==> config.mk <==
export PLATFORM = sky130hd
export DESIGN_NAME = md_issue_ctrl_flat
export DESIGN_NICKNAME = d
export VERILOG_FILES = /design/src/rtl/md_issue_ctrl_if.sv /design/src/rtl/md_issue_ctrl.sv /design/src/flat_wrapper.sv
export SDC_FILE = /design/constraint.sdc
export NUM_CORES = 1
export LEC_CHECK = 0
export BUFFER_PORTS_ARGS = -buffer_cell sky130_fd_sc_hd__buf_2
export CORE_MARGIN = 2
export CORE_UTILIZATION = 29
export DETAILED_ROUTE_END_ITERATION = 10
export PLACE_DENSITY = 0.85
export SLEW_MARGIN = 5
export SYNTH_ARGS = -nofsm -noshare
export SYNTH_HDL_FRONTEND = slang
export SYNTH_SLANG_ARGS = --single-unit
==> constraint.sdc <==
create_clock -name clk -period 1.6 [get_ports clk]
set_input_delay 0.32 -clock clk [delete_from_list [all_inputs] [get_ports clk]]
set_output_delay 0.32 -clock clk [all_outputs]
set_load 0.05 [all_outputs]
==> src/rtl/md_issue_ctrl_if.sv <==
// rtl/md_issue_ctrl_if.sv - E-stage md request/response bundle between the pipeline and md_issue_ctrl
// master: the issue controller; slave: the pipeline/unit side that feeds it.
interface md_issue_ctrl_if;
  logic        Req;
  logic [3:0]  e_mdOp;
  logic [31:0] e_rs;
  logic [31:0] e_rt;
  logic        d_usesMd;
  logic        busy;
  logic [31:0] inA;
  logic [31:0] inB;
  logic [3:0]  hluType;
  logic        unSigned;
  logic        dst;
  logic        write;
  logic        stall_D;
  logic        mdErr;

  modport master (
    input  Req, e_mdOp, e_rs, e_rt, d_usesMd, busy,
    output inA, inB, hluType, unSigned, dst, write, stall_D, mdErr
  );

  modport slave (
    output Req, e_mdOp, e_rs, e_rt, d_usesMd, busy,
    input  inA, inB, hluType, unSigned, dst, write, stall_D, mdErr
  );
endinterface

==> src/rtl/md_issue_ctrl.sv <==
// rtl/md_issue_ctrl.sv - HI/LO multiply-divide issue controller at the D/E boundary
// Issues starts/writes to the md unit, mirrors its busy window, stalls D and flags divergence.
module md_issue_ctrl #(
  parameter int unsigned MUL_CYC = 5,
  parameter int unsigned DIV_CYC = 10
) (
  input  logic           clk,
  input  logic           reset,
  md_issue_ctrl_if.master md
);

  typedef enum logic [1:0] {
    ST_IDLE = 2'd0,
    ST_ARM  = 2'd1,
    ST_RUN  = 2'd2
  } state_t;

  // Both latencies must lie in 1..15 to fit the 4-bit mirror counter.
  localparam logic [3:0] MUL_LD = 4'(MUL_CYC);
  localparam logic [3:0] DIV_LD = 4'(DIV_CYC);

  state_t     r_state;
  state_t     w_state_nxt;
  logic [3:0] r_cnt;
  logic [3:0] w_cnt_nxt;
  logic       r_md_err;
  logic       r_start_q;

  logic       w_is_mul;
  logic       w_is_div;
  logic       w_is_mt;
  logic       w_idle;
  logic       w_start;
  logic       w_write;
  logic       w_busy_err;

  assign w_is_mul = (md.e_mdOp == 4'd1) || (md.e_mdOp == 4'd2);
  assign w_is_div = (md.e_mdOp == 4'd3) || (md.e_mdOp == 4'd4);
  assign w_is_mt  = (md.e_mdOp == 4'd7) || (md.e_mdOp == 4'd8);
  assign w_idle   = (r_state == ST_IDLE);

  // An md op reaching E while occupied is dropped rather than issued.
  assign w_start = (w_is_mul || w_is_div) && !md.Req && w_idle;
  assign w_write = w_is_mt && !md.Req && w_idle;

  assign md.inA      = md.e_rs;
  assign md.inB      = md.e_rt;
  assign md.hluType  = !w_start ? 4'b0000 : (w_is_mul ? 4'b0001 : 4'b0010);
  assign md.write    = w_write;
  assign md.dst      = (md.e_mdOp == 4'd5) || (md.e_mdOp == 4'd7);
  assign md.unSigned = (md.e_mdOp == 4'd2) || (md.e_mdOp == 4'd4);
  assign md.stall_D  = md.d_usesMd && (w_start || !w_idle || md.busy);
  assign md.mdErr    = r_md_err;

  // Req freezes the unit, so the mirror freezes with it and skips checking.
  always_comb begin
    w_state_nxt = r_state;
    w_cnt_nxt   = r_cnt;
    if (!md.Req) begin
      case (r_state)
        ST_IDLE: begin
          if (w_start) begin
            w_cnt_nxt   = w_is_mul ? MUL_LD : DIV_LD;
            w_state_nxt = ST_ARM;
          end
        end
        ST_ARM: begin
          w_cnt_nxt   = r_cnt - 4'd1;
          w_state_nxt = (r_cnt == 4'd1) ? ST_IDLE : ST_RUN;
        end
        ST_RUN: begin
          w_cnt_nxt = r_cnt - 4'd1;
          if (r_cnt == 4'd1) begin
            w_state_nxt = ST_IDLE;
          end
        end
        default: begin
          w_state_nxt = ST_IDLE;
          w_cnt_nxt   = 4'd0;
        end
      endcase
    end
  end

  assign w_busy_err = !md.Req &&
                      ((!w_idle && !md.busy) ||
                       (w_idle && md.busy && !r_start_q));

  always_ff @(posedge clk or negedge reset) begin
    if (!reset) begin
      r_state   <= ST_IDLE;
      r_cnt     <= 4'd0;
      r_md_err  <= 1'b0;
      r_start_q <= 1'b0;
    end else begin
      r_state   <= w_state_nxt;
      r_cnt     <= w_cnt_nxt;
      r_start_q <= w_start;
      if (w_busy_err) begin
        r_md_err <= 1'b1;
      end
    end
  end

endmodule
==> src/flat_wrapper.sv <==
// flat-port wrapper written by rule: the top's interface ports become plain ports
module md_issue_ctrl_flat 
#(
  parameter int unsigned MUL_CYC = 5,
  parameter int unsigned DIV_CYC = 10
)
  (clk, reset, md_Req, md_e_mdOp, md_e_rs, md_e_rt, md_d_usesMd, md_busy, md_inA, md_inB, md_hluType, md_unSigned, md_dst, md_write, md_stall_D, md_mdErr);
  md_issue_ctrl_if md_i ();
  input  logic clk;
  input  logic reset;
  input wire logic [$bits(md_i.Req)-1:0] md_Req;
  input wire logic [$bits(md_i.e_mdOp)-1:0] md_e_mdOp;
  input wire logic [$bits(md_i.e_rs)-1:0] md_e_rs;
  input wire logic [$bits(md_i.e_rt)-1:0] md_e_rt;
  input wire logic [$bits(md_i.d_usesMd)-1:0] md_d_usesMd;
  input wire logic [$bits(md_i.busy)-1:0] md_busy;
  output wire logic [$bits(md_i.inA)-1:0] md_inA;
  output wire logic [$bits(md_i.inB)-1:0] md_inB;
  output wire logic [$bits(md_i.hluType)-1:0] md_hluType;
  output wire logic [$bits(md_i.unSigned)-1:0] md_unSigned;
  output wire logic [$bits(md_i.dst)-1:0] md_dst;
  output wire logic [$bits(md_i.write)-1:0] md_write;
  output wire logic [$bits(md_i.stall_D)-1:0] md_stall_D;
  output wire logic [$bits(md_i.mdErr)-1:0] md_mdErr;
  assign md_i.Req = md_Req;
  assign md_i.e_mdOp = md_e_mdOp;
  assign md_i.e_rs = md_e_rs;
  assign md_i.e_rt = md_e_rt;
  assign md_i.d_usesMd = md_d_usesMd;
  assign md_i.busy = md_busy;
  assign md_inA = md_i.inA;
  assign md_inB = md_i.inB;
  assign md_hluType = md_i.hluType;
  assign md_unSigned = md_i.unSigned;
  assign md_dst = md_i.dst;
  assign md_write = md_i.write;
  assign md_stall_D = md_i.stall_D;
  assign md_mdErr = md_i.mdErr;
  md_issue_ctrl #(.MUL_CYC(MUL_CYC), .DIV_CYC(DIV_CYC)) u_core (.clk(clk), .reset(reset), .md(md_i));
endmodule
; After elaboration in Yosys (flattened, before gate mapping)
; Cells that the tools add are included.
[totals]
inputBits = 73
output_inout_bits = 73
regBits = 8
word_cells = 53
[classes]
reduce_logical = 26
bitwise = 1
n_eq_ne = 12
addsub = 1
mux = 9
[ops]
columns = cell, count
row1 = 4-bit by 3-bit == test with 1-bit output (second input constant), 3
row2 = 4-bit two-way mux, 3
row3 = 1-bit logical AND, 9
row4 = 1-bit logical OR, 9
row5 = 4-bit by 1-bit == test with 1-bit output (second input constant), 2
row6 = 4-bit by 2-bit == test with 1-bit output (second input constant), 2
row7 = 2-bit two-way mux, 4
row8 = 4-bit one-hot mux with 2 select lines, 1
row9 = 2-bit one-hot mux with 3 select lines, 1
row10 = 4-bit == test (second input constant), 1
row11 = 1-bit zero test, 4
row12 = 4-bit by 1-bit subtractor with 4-bit output (second input constant), 1
row13 = 3-bit AND reduction, 1
row14 = 2-bit by 1-bit == test with 1-bit output (second input constant), 1
row15 = 2-bit == test (second input constant), 1
row16 = 2-bit zero test, 1
row17 = 2-bit by 1-bit inequality test with 1-bit output (second input constant), 1
row18 = 2-bit inequality test (second input constant), 1
row19 = 2-bit AND reduction, 1
row20 = 2-bit OR reduction, 1
row21 = 1-bit inverter, 1

; Logic depth before layout (Yosys ltp)
; Gate-level depths: netlist of the first run.
[depth]
ltp_word = 8
ltp_mapped = 6
ltp_nobuf = 6

; Worst setup path after synthesis of the first run
; OpenSTA, ideal clock, no wires.
[synth_timing]
path_kind = input-to-output
start = in md_e_mdOp[2]
end = out md_write
t_arrival_ps = 2743
n_path_buf = 0
path_slack_ps = -1463
required_time_ps = 1280
stages = 4
path_cell_list = inv_1 nor3b_1 a32oi_1 nor3_1
[synth_between]
elab_chain_cells = 4
elab_cells_between_ends = 5
cone_classes = eq/ne: 2 / reduce/logical: 3
[synth_rtl]
columns = item, line
row1 = from (decl), flat_wrapper.sv:12  ; input wire logic [$bits(md_i.e_mdOp)-1:0] md_e_mdOp;
row2 = 4-bit by 3-bit == test with 1-bit output / 4-bit == test (equally long branches), md_issue_ctrl.sv:39  ; assign w_is_mt = (md.e_mdOp == 4'd7) || (md.e_mdOp == 4'd8);
row3 = 1-bit logical OR *, md_issue_ctrl.sv:39
row4 = 1-bit logical AND * (2 in series), md_issue_ctrl.sv:44  ; assign w_write = w_is_mt && !md.Req && w_idle;
row5 = to (decl), flat_wrapper.sv:22  ; output wire logic [$bits(md_i.write)-1:0] md_write;
; Every way passes the cells marked *; elsewhere a longest branch is shown, timed or not.

; Worst setup path after layout of the first run
[layout_timing]
start = reg u_core.r_state[0]
end = out md_hluType[0]
[layout_between]
elab_chain_cells = 3
[layout_rtl]
columns = item, line
row1 = from (decl), md_issue_ctrl.sv:22  ; state_t r_state;
row2 = from (signal assigned), md_issue_ctrl.sv:96  ; r_state <= w_state_nxt;
row3 = 2-bit zero test, md_issue_ctrl.sv:40  ; assign w_idle = (r_state == ST_IDLE);
row4 = 1-bit logical AND, md_issue_ctrl.sv:43  ; assign w_start = (w_is_mul || w_is_div) && !md.Req && w_idle;
row5 = 4-bit two-way mux, md_issue_ctrl.sv:48  ; assign md.hluType = !w_start ? 4'b0000 : (w_is_mul ? 4'b0001 : 4'b0010);
row6 = to (decl), flat_wrapper.sv:19  ; output wire logic [$bits(md_i.hluType)-1:0] md_hluType;
; No other way between the ends.

==> results of run 1 <==
## power by group through the flow
stage	combinational (mW)	clock, mW	sequential [mW]
after global placement	1.11	0	0.320
after floorplan	1.12	0	0.336
final	1.29	0.244	0.330
after global routing	1.40	0.265	0.340
after detailed placement	1.15	0	0.324
after CTS	1.20	0.254	0.323
## cell usage in the layout, fill, tap and decap left out, types with 2 or more instances in the layout
cell,n
sky130_fd_sc_hd__nand2_1,5
sky130_fd_sc_hd__a31oi_1,2
sky130_fd_sc_hd__buf_6,5
sky130_fd_sc_hd__clkbuf_8,3
sky130_fd_sc_hd__nor2_1,5
sky130_fd_sc_hd__inv_1,6
sky130_fd_sc_hd__a32o_1,2
sky130_fd_sc_hd__inv_2,3
sky130_fd_sc_hd__conb_1,2
sky130_fd_sc_hd__nor2_4,3
sky130_fd_sc_hd__a21oi_1,4
sky130_fd_sc_hd__buf_2,10
sky130_fd_sc_hd__o21ai_0,2
sky130_fd_sc_hd__ha_1,3
sky130_fd_sc_hd__nand2b_1,2
sky130_fd_sc_hd__xnor2_1,2
sky130_fd_sc_hd__ha_4,2
sky130_fd_sc_hd__dfrtp_1,8
sky130_fd_sc_hd__buf_4,29
## sequential cells by signal, indices dropped and copies added, names as in the netlist
register	flops
u_core.r_cnt	4
u_core.r_state	2
u_core.md.mdErr	1
u_core.r_start_q	1
## layer usage
metal	global-route usage, %	vias to the layer above	share of wire [%]
met3	4.94	12	12
met4	4.08	0	2.3
met2	17.3	29	49
met5	0	-	0
met1	9.95	364	37
li1	-	359	-
## final cells by class
cell class | count | area [µm²] | share of cell area, %
tap | 48 | 60.1 | 4.86
sequential | 8 | 200 | 16.2
timing repair buffer | 46 | 349 | 28.2
inverter | 11 | 56.3 | 4.55
multi-input combinational | 56 | 529 | 42.8
clock buffer | 3 | 41.3 | 3.34
## tightest hold or removal path, cell delays in order
cell and delay, ns:
sky130_fd_sc_hd__buf_2 0.09, sky130_fd_sc_hd__nand2b_4 0.17, sky130_fd_sc_hd__nor2_1 0.06
## per-stage QoR
| step | TNS (ns) | cells |
|---|---|---|
| 6_report | -0.644 | 172 |
| 3_3_place_gp | -1.97 | 163 |
| 5_1_grt | -0.844 | 172 |
| 3_5_place_dp | -2.13 | 163 |
| 2_1_floorplan | -0.531 | 141 |
| 4_1_cts | -0.631 | 169 |
## path summary, 6_finish.rpt
check | endpoint | slack [ns] | cells after the start
worst max-delay path | md_hluType[0] | -0.22 | 6
worst min-delay path | u_core.r_start_q | 0.46 | 3
worst max register to register | u_core.r_state[1] | 0.06 | 6
worst min register to register | u_core.md.mdErr | 0.49 | 1
max in group asynchronous | u_core.r_cnt[1] | 0.95 | 2
min in group asynchronous | u_core.r_state[1] | 0.47 | 2
## cell families after synthesis
group	Yosys count	share of synthesized area (%)
compound gates	20	12.5
xor+xnor	2	1.56
fa+ha+maj	6	6.67
buf+inv	77	47.7
flops	8	17.8
mux	1	1.33
other cells	1	0.333
simple gates	25	12.1
## what timing repair did
| action | in CTS | in global routing |
|---|---|---|
| pin swaps | 6 | 1 |
| buffers inserted | 2 | 3 |
| setup endpoints to repair | 6 | 6 |
| hold buffers | 1 | 0 |
| resized for setup | 12 | 7 |
| endpoints found under the hold margin | 8 | 0 |
==> insert_results.sql, run 1 <==
INSERT INTO impl_metrics (metric_group, metric, value, unit) VALUES
('synth', 'asyncSetResetFlopFracSynth', '100', '%'),
('floorplan', 'ios', '146', ''),
('route', 'detail_route.first_pass.iterations', '4', ''),
('synth', 'synth-warning-count', '0', ''),
('final_layout', 'num_antenna_cells', '0', ''),
('synth', 'synth.ff_latch_count', '8', ''),
('floorplan', 'die_width', '66.3', 'µm'),
('status', 'run_status', 'complete, but fails checks', ''),
('synth', 'synthTopCellsByArea', 'sky130_fd_sc_hd__buf_4, sky130_fd_sc_hd__dfrtp_1, sky130_fd_sc_hd__ha_1', ''),
('final_layout', 'fin_area', '1240', 'µm²'),
('power_and_ir_drop', 'leakage', '0.572', 'nW'),
('placement', 'place.detailed.hpwl', '1.60', 'mm'),
('power_and_ir_drop', 'internal_power', '1.13', 'mW'),
('route', 'ant_nets', '0', ''),
('global_route', 'pin_count_of_the_biggest_net_entering_global_routing', '9', ''),
('power_and_ir_drop', 'worst_ir_drop_vdd', '517', 'µV'),
('setup_path', 'required', '1.28', 'ns'),
('timing', 'hold_violations', '0', ''),
('synth', 'most_numerous_cell_in_the_yosys_netlist', 'sky130_fd_sc_hd__buf_4', ''),
('route', 'post_drt_via_cell_ratio', '4.44', ''),
('placement', 'port_buffers', '15', ''),
('min_path', 'hold_start', 'md_Req', ''),
('synth', 'yosysTopAreaCell', 'sky130_fd_sc_hd__buf_4', ''),
('route', 'drc_errors', '0', ''),
('synth', 'postSynthCellCount', '140', ''),
('global_route', 'grt_pass1_wl', '3.34', 'mm'),
('timing', 'post-route-period-util', '114', '%'),
('floorplan', 'die_height', '66.3', 'µm'),
('clock_tree', 'cts.htree.levels', '1', ''),
('power_and_ir_drop', 'design_power_total', '1.87', 'mW'),
('synth', 'top_flip_flop_cell_by_instance_count_after_synthesis', 'sky130_fd_sc_hd__dfrtp_1', ''),
('final_layout', 'filler_cell_count', '378', ''),
('setup_path', 'critical_path.slowest_cell', 'sky130_fd_sc_hd__dfrtp_1', ''),
('timing', 'timing.final.setup_violations', '4', ''),
('setup_path', 'worstPathArrival', '1.50', 'ns'),
('power_and_ir_drop', 'power.switching', '0.742', 'mW'),
('synth', 'cell_variety_after_synth', '28', ''),
('power_and_ir_drop', 'power-per-cell-area', '1510', 'nW/µm²'),
('synth', 'seq_area_frac_synth', '17.8', '%'),
('min_path', 'worstHoldPathType', 'input port to flop', ''),
('global_route', 'globalRouteTotalUtil', '9.91', '%'),
('route', 'routed_wirelength', '2.18', 'mm'),
('synth', 'synth.top_cells.by_count', 'sky130_fd_sc_hd__buf_4, sky130_fd_sc_hd__inv_1, sky130_fd_sc_hd__dfrtp_1, sky130_fd_sc_hd__nor2_1, sky130_fd_sc_hd__ha_1', ''),
('timing', 'setup_ws', '-0.224', 'ns'),
('setup_path', 'path_max_fanout', '2', ''),
('timing', 'grt_setup_unrepaired', 'yes', ''),
('global_route', 'grt_antenna_before_repair', '0', ''),
('power_and_ir_drop', 'p_comb_share', '69.3', '%'),
('route', 'dr.first_iter.drc_count', '14', ''),
('clock_tree', 'cts.reportedPaths.clkPinSlew', '0.04', 'ns'),
('route', 'routedWlPerCell', '12.7', 'µm'),
('setup_path', 'r2r_start', 'u_core.r_cnt[1]', ''),
('setup_path', 'cp_top_family', 'simple AND/OR/NAND/NOR gates', ''),
('status', 'violations', 'negative setup slack', ''),
('setup_path', 'crit_chain', 'inv_2 > ha_4 > inv_4 > or3_4 > nor2_4 > buf_6', ''),
('power_and_ir_drop', 'power_share_of_the_sequential_group', '17.7', '%'),
('setup_path', 'crit_start', 'u_core.r_state[0]', ''),
('floorplan', 'placeableCoreArea', '3690', 'µm²'),
('setup_path', 'startpoint_type', 'flop', ''),
('synth', 'synth_enable_flop_cells', '0', ''),
('global_route', 'grt_remaining_overflow', '0', ''),
('synth', 'synthesis.area_per_instance', '8.03', 'µm²'),
('clock_tree', 'number_of_buffers_inserted_during_clock_tree_synthesis', '3', ''),
('setup_path', 'critPathMaxStageDelay', '0.38', 'ns'),
('route', 'vias', '764', ''),
('synth', 'yosys.area.top_type_share', '44.0', '%'),
('setup_path', 'end_kind', 'output port', ''),
('timing', 'timing.hold.ws', '0.455', 'ns'),
('timing', 'fin_worst_skew', '0.00162', 'ns'),
('power_and_ir_drop', 'sw_frac_of_total', '39.7', '%'),
('global_route', 'first_global_vias', '761', '');
Power figures use the tool's default switching activity.
==> inputs of run 2 (changes only) <==
CTS_CLUSTER_SIZE = 16   (was default)
clock period = 1.5 ns   (was 1.6 ns; I/O delays follow)
==> run 2 against run 1 <==
The flow still finishes with violations (negative setup slack). Combinational power grew 24%. Sequential share of layout area shrank 1.1 points. Critical path depth is the same. Design area grew 7.1%. First-iteration DRC count shrank 43%. Cell count grew 2.3%. Register-to-register slack lost 0.16 ns. Via count grew 6.7%. Setup slack lost 0.11 ns. Clock-buffer cell count is the same. Hold slack lost 0.047 ns. Sequential power grew 14%.
==> insert_results.sql, run 2 (same netlist as run 1, synthesis figures left out) <==
INSERT INTO impl_metrics (metric_group, metric, value, unit) VALUES
('route', 'drc_errors', '0', ''),
('global_route', 'first_global_vias', '834', ''),
('floorplan', 'placeableCoreArea', '3690', 'µm²'),
('timing', 'timing_max_transition_violations_final', '0', ''),
('setup_path', 'cp_top_family', 'simple AND/OR/NAND/NOR gates', ''),
('global_route', 'grt_remaining_overflow', '0', ''),
('timing', 'setup_ws', '-0.336', 'ns'),
('final_layout', 'filler_cell_count', '361', ''),
('route', 'routedWlPerCell', '14.0', 'µm'),
('setup_path', 'r2r_start', 'u_core.r_state[1]', ''),
('route', 'ant_nets', '0', ''),
('setup_path', 'end_kind', 'output port', ''),
('setup_path', 'crit_start', 'u_core.r_state[1]', ''),
('final_layout', 'final_layout_size_suffix_gt1_share', '64.8', '%'),
('timing', 'maxClockFrequency', '545', 'MHz'),
('setup_path', 'critical_path_class', 'flop to output port', ''),
('setup_path', 'path_max_fanout', '2', ''),
('min_path', 'worstHoldPathType', 'input port to flop', ''),
('global_route', 'globalRouteTotalUtil', '11.1', '%'),
('route', 'post_drt_via_cell_ratio', '4.63', ''),
('power_and_ir_drop', 'leakage', '0.603', 'nW'),
('timing', 'grt_setup_unrepaired', 'yes', ''),
('setup_path', 'crit_buf_inv', '3', ''),
('setup_path', 'critical_path.slowest_cell', 'sky130_fd_sc_hd__dfrtp_1', ''),
('final_layout', 'area_growth', '17.7', '%'),
('placement', 'place_worst_setup_slack', '-0.391', 'ns'),
('global_route', 'grt_antenna_before_repair', '0', ''),
('final_layout', 'final_common_cell', 'sky130_fd_sc_hd__buf_4', ''),
('final_layout', 'num_antenna_cells', '0', ''),
('run', 'max_cap_viol_count', '0', ''),
('setup_path', 'startpoint_type', 'flop', ''),
('final_layout', 'largest_register_ffs', '4', ''),
('timing', 'hold_violations', '0', ''),
('final_layout', 'largestRegisters', 'u_core.r_cnt: 4 flops, u_core.r_state: 2 flops', ''),
('final_layout', 'largest-register', 'u_core.r_cnt', ''),
('clock_tree', 'clkSinkCount', '8', ''),
('clock_tree', 'cts_max_path_buffers', '2', ''),
('clock_tree', 'tritoncts', 'yes', ''),
('placement', 'port_buffers', '15', ''),
('placement', 'dpl_cell_area', '1080', 'µm²'),
('global_route', 'pin_count_of_the_biggest_net_entering_global_routing', '9', ''),
('power_and_ir_drop', 'design_power_total', '2.25', 'mW'),
('timing', 'finalCriticalPeriod', '1.84', 'ns'),
('power_and_ir_drop', 'power-per-cell-area', '1700', 'nW/µm²'),
('floorplan', 'ios', '146', ''),
('min_path', 'hold_start', 'md_busy', ''),
('final_layout', 'fin_nets', '209', ''),
('final_layout', 'multiInputGateArea', '562', 'µm²'),
('timing', 'post-route-period-util', '122', '%'),
('setup_path', 'worstPathArrival', '1.54', 'ns'),
('final_layout', 'final_util', '35.9', '%'),
('final_layout', 'layout.cells.most_common_list', 'sky130_fd_sc_hd__buf_4, sky130_fd_sc_hd__buf_6, sky130_fd_sc_hd__buf_2', ''),
('route', 'vias', '815', ''),
('clock_tree', 'number_of_buffers_inserted_during_clock_tree_synthesis', '3', ''),
('floorplan', 'die_height', '66.3', 'µm'),
('floorplan', 'die_width', '66.3', 'µm'),
('final_layout', 'regArea', '200', 'µm²'),
('route', 'routed_wirelength', '2.46', 'mm'),
('floorplan', 'initial_core_util', '30.5', '%'),
('timing', 'fin_worst_skew', '0.00144', 'ns'),
('clock_tree', 'cts.htree.levels', '1', ''),
('setup_path', 'critPathMaxStageDelay', '0.39', 'ns'),
('clock_tree', 'cts.reportedPaths.clkPinSlew', '0.04', 'ns'),
('timing', 'timing.final.setup_violations', '9', ''),
('floorplan', 'core.rowCount', '22', ''),
('floorplan', 'dieArea', '4390', 'µm²'),
('global_route', 'grt_pass1_wl', '3.77', 'mm'),
('status', 'violations', 'negative setup slack', ''),
('setup_path', 'required', '1.20', 'ns'),
('setup_path', 'crit_chain', 'inv_2 > ha_4 > inv_4 > or3_4 > nor2_4 > buf_8', ''),
('final_layout', 'fin_area', '1320', 'µm²'),
('placement', 'place_congestion', '0.808', ''),
('power_and_ir_drop', 'worst_ir_drop_vdd', '712', 'µV'),
('placement', 'place.detailed.hpwl', '1.62', 'mm'),
('clock_tree', 'cts_root_buf', 'sky130_fd_sc_hd__clkbuf_8', ''),
('route', 'detail_route.first_pass.iterations', '4', ''),
('route', 'dr.first_iter.drc_count', '8', ''),
('timing', 'timing.hold.ws', '0.408', 'ns'),
('status', 'run_status', 'complete, but fails checks', ''),
('clock_tree', 'worstSkewPairLatency', '0.23', 'ns');
run 2: layout make-up:
class / count / share of cell area, %
multi-input combinational: 56 / 42.4
timing repair buffer: 50 / 30.5
clock buffer: 3 / 3.12
tap: 48 / 4.54
sequential: 8 / 15.1
inverter: 11 / 4.25
run 2: what timing repair did:
| item | CTS | global route |
|---|---|---|
| hold buffers | 1 | 0 |
| setup buffers | 6 | 5 |
| resized for setup | 21 | 11 |
| pin swaps | 10 | 8 |
| endpoints found under the hold margin | 8 | 0 |
| endpoints found under the setup margin | 9 | 10 |
run 2: per-layer routing:
metal / track usage [%] / share of wire (%) / vias to the layer above
met1: 11.7 / 36 / 420
met3: 4.26 / 7.7 / 3
li1: - / - / 365
met5: 0 / 0 / -
met2: 19.4 / 55 / 27
met4: 4.85 / 0.65 / 0
run 2: where the power goes:
part / internal, mW / switching, mW
clock: 0.175 / 0.0970
combinational: 0.865 / 0.735
sequential: 0.299 / 0.0761
run 2: tightest hold or removal path, cell delays in order:
cell and delay (ns):
sky130_fd_sc_hd__buf_2 0.11, sky130_fd_sc_hd__nor2_1 0.05, sky130_fd_sc_hd__nor2_1 0.08, sky130_fd_sc_hd__o21bai_1 0.07
run 2: worst paths after layout:
| path | slack, ns | depth (start not counted) | end |
|---|---|---|---|
| worst max-delay path | -0.34 | 6 | md_hluType[0] |
| worst min-delay path | 0.41 | 4 | u_core.md.mdErr |
| worst max register to register | -0.10 | 8 | u_core.r_cnt[0] |
| worst min register to register | 0.48 | 1 | u_core.md.mdErr |
| max in group asynchronous | 0.86 | 2 | u_core.r_cnt[0] |
| min in group asynchronous | 0.45 | 2 | u_core.r_state[1] |
run 2: per-stage QoR:
step	setup TNS [ns]	instances
after global placement	-2.25	162
after global routing	-1.90	176
after floorplan	-0.986	141
after detailed placement	-2.39	162
after CTS	-1.14	172
final	-1.43	176
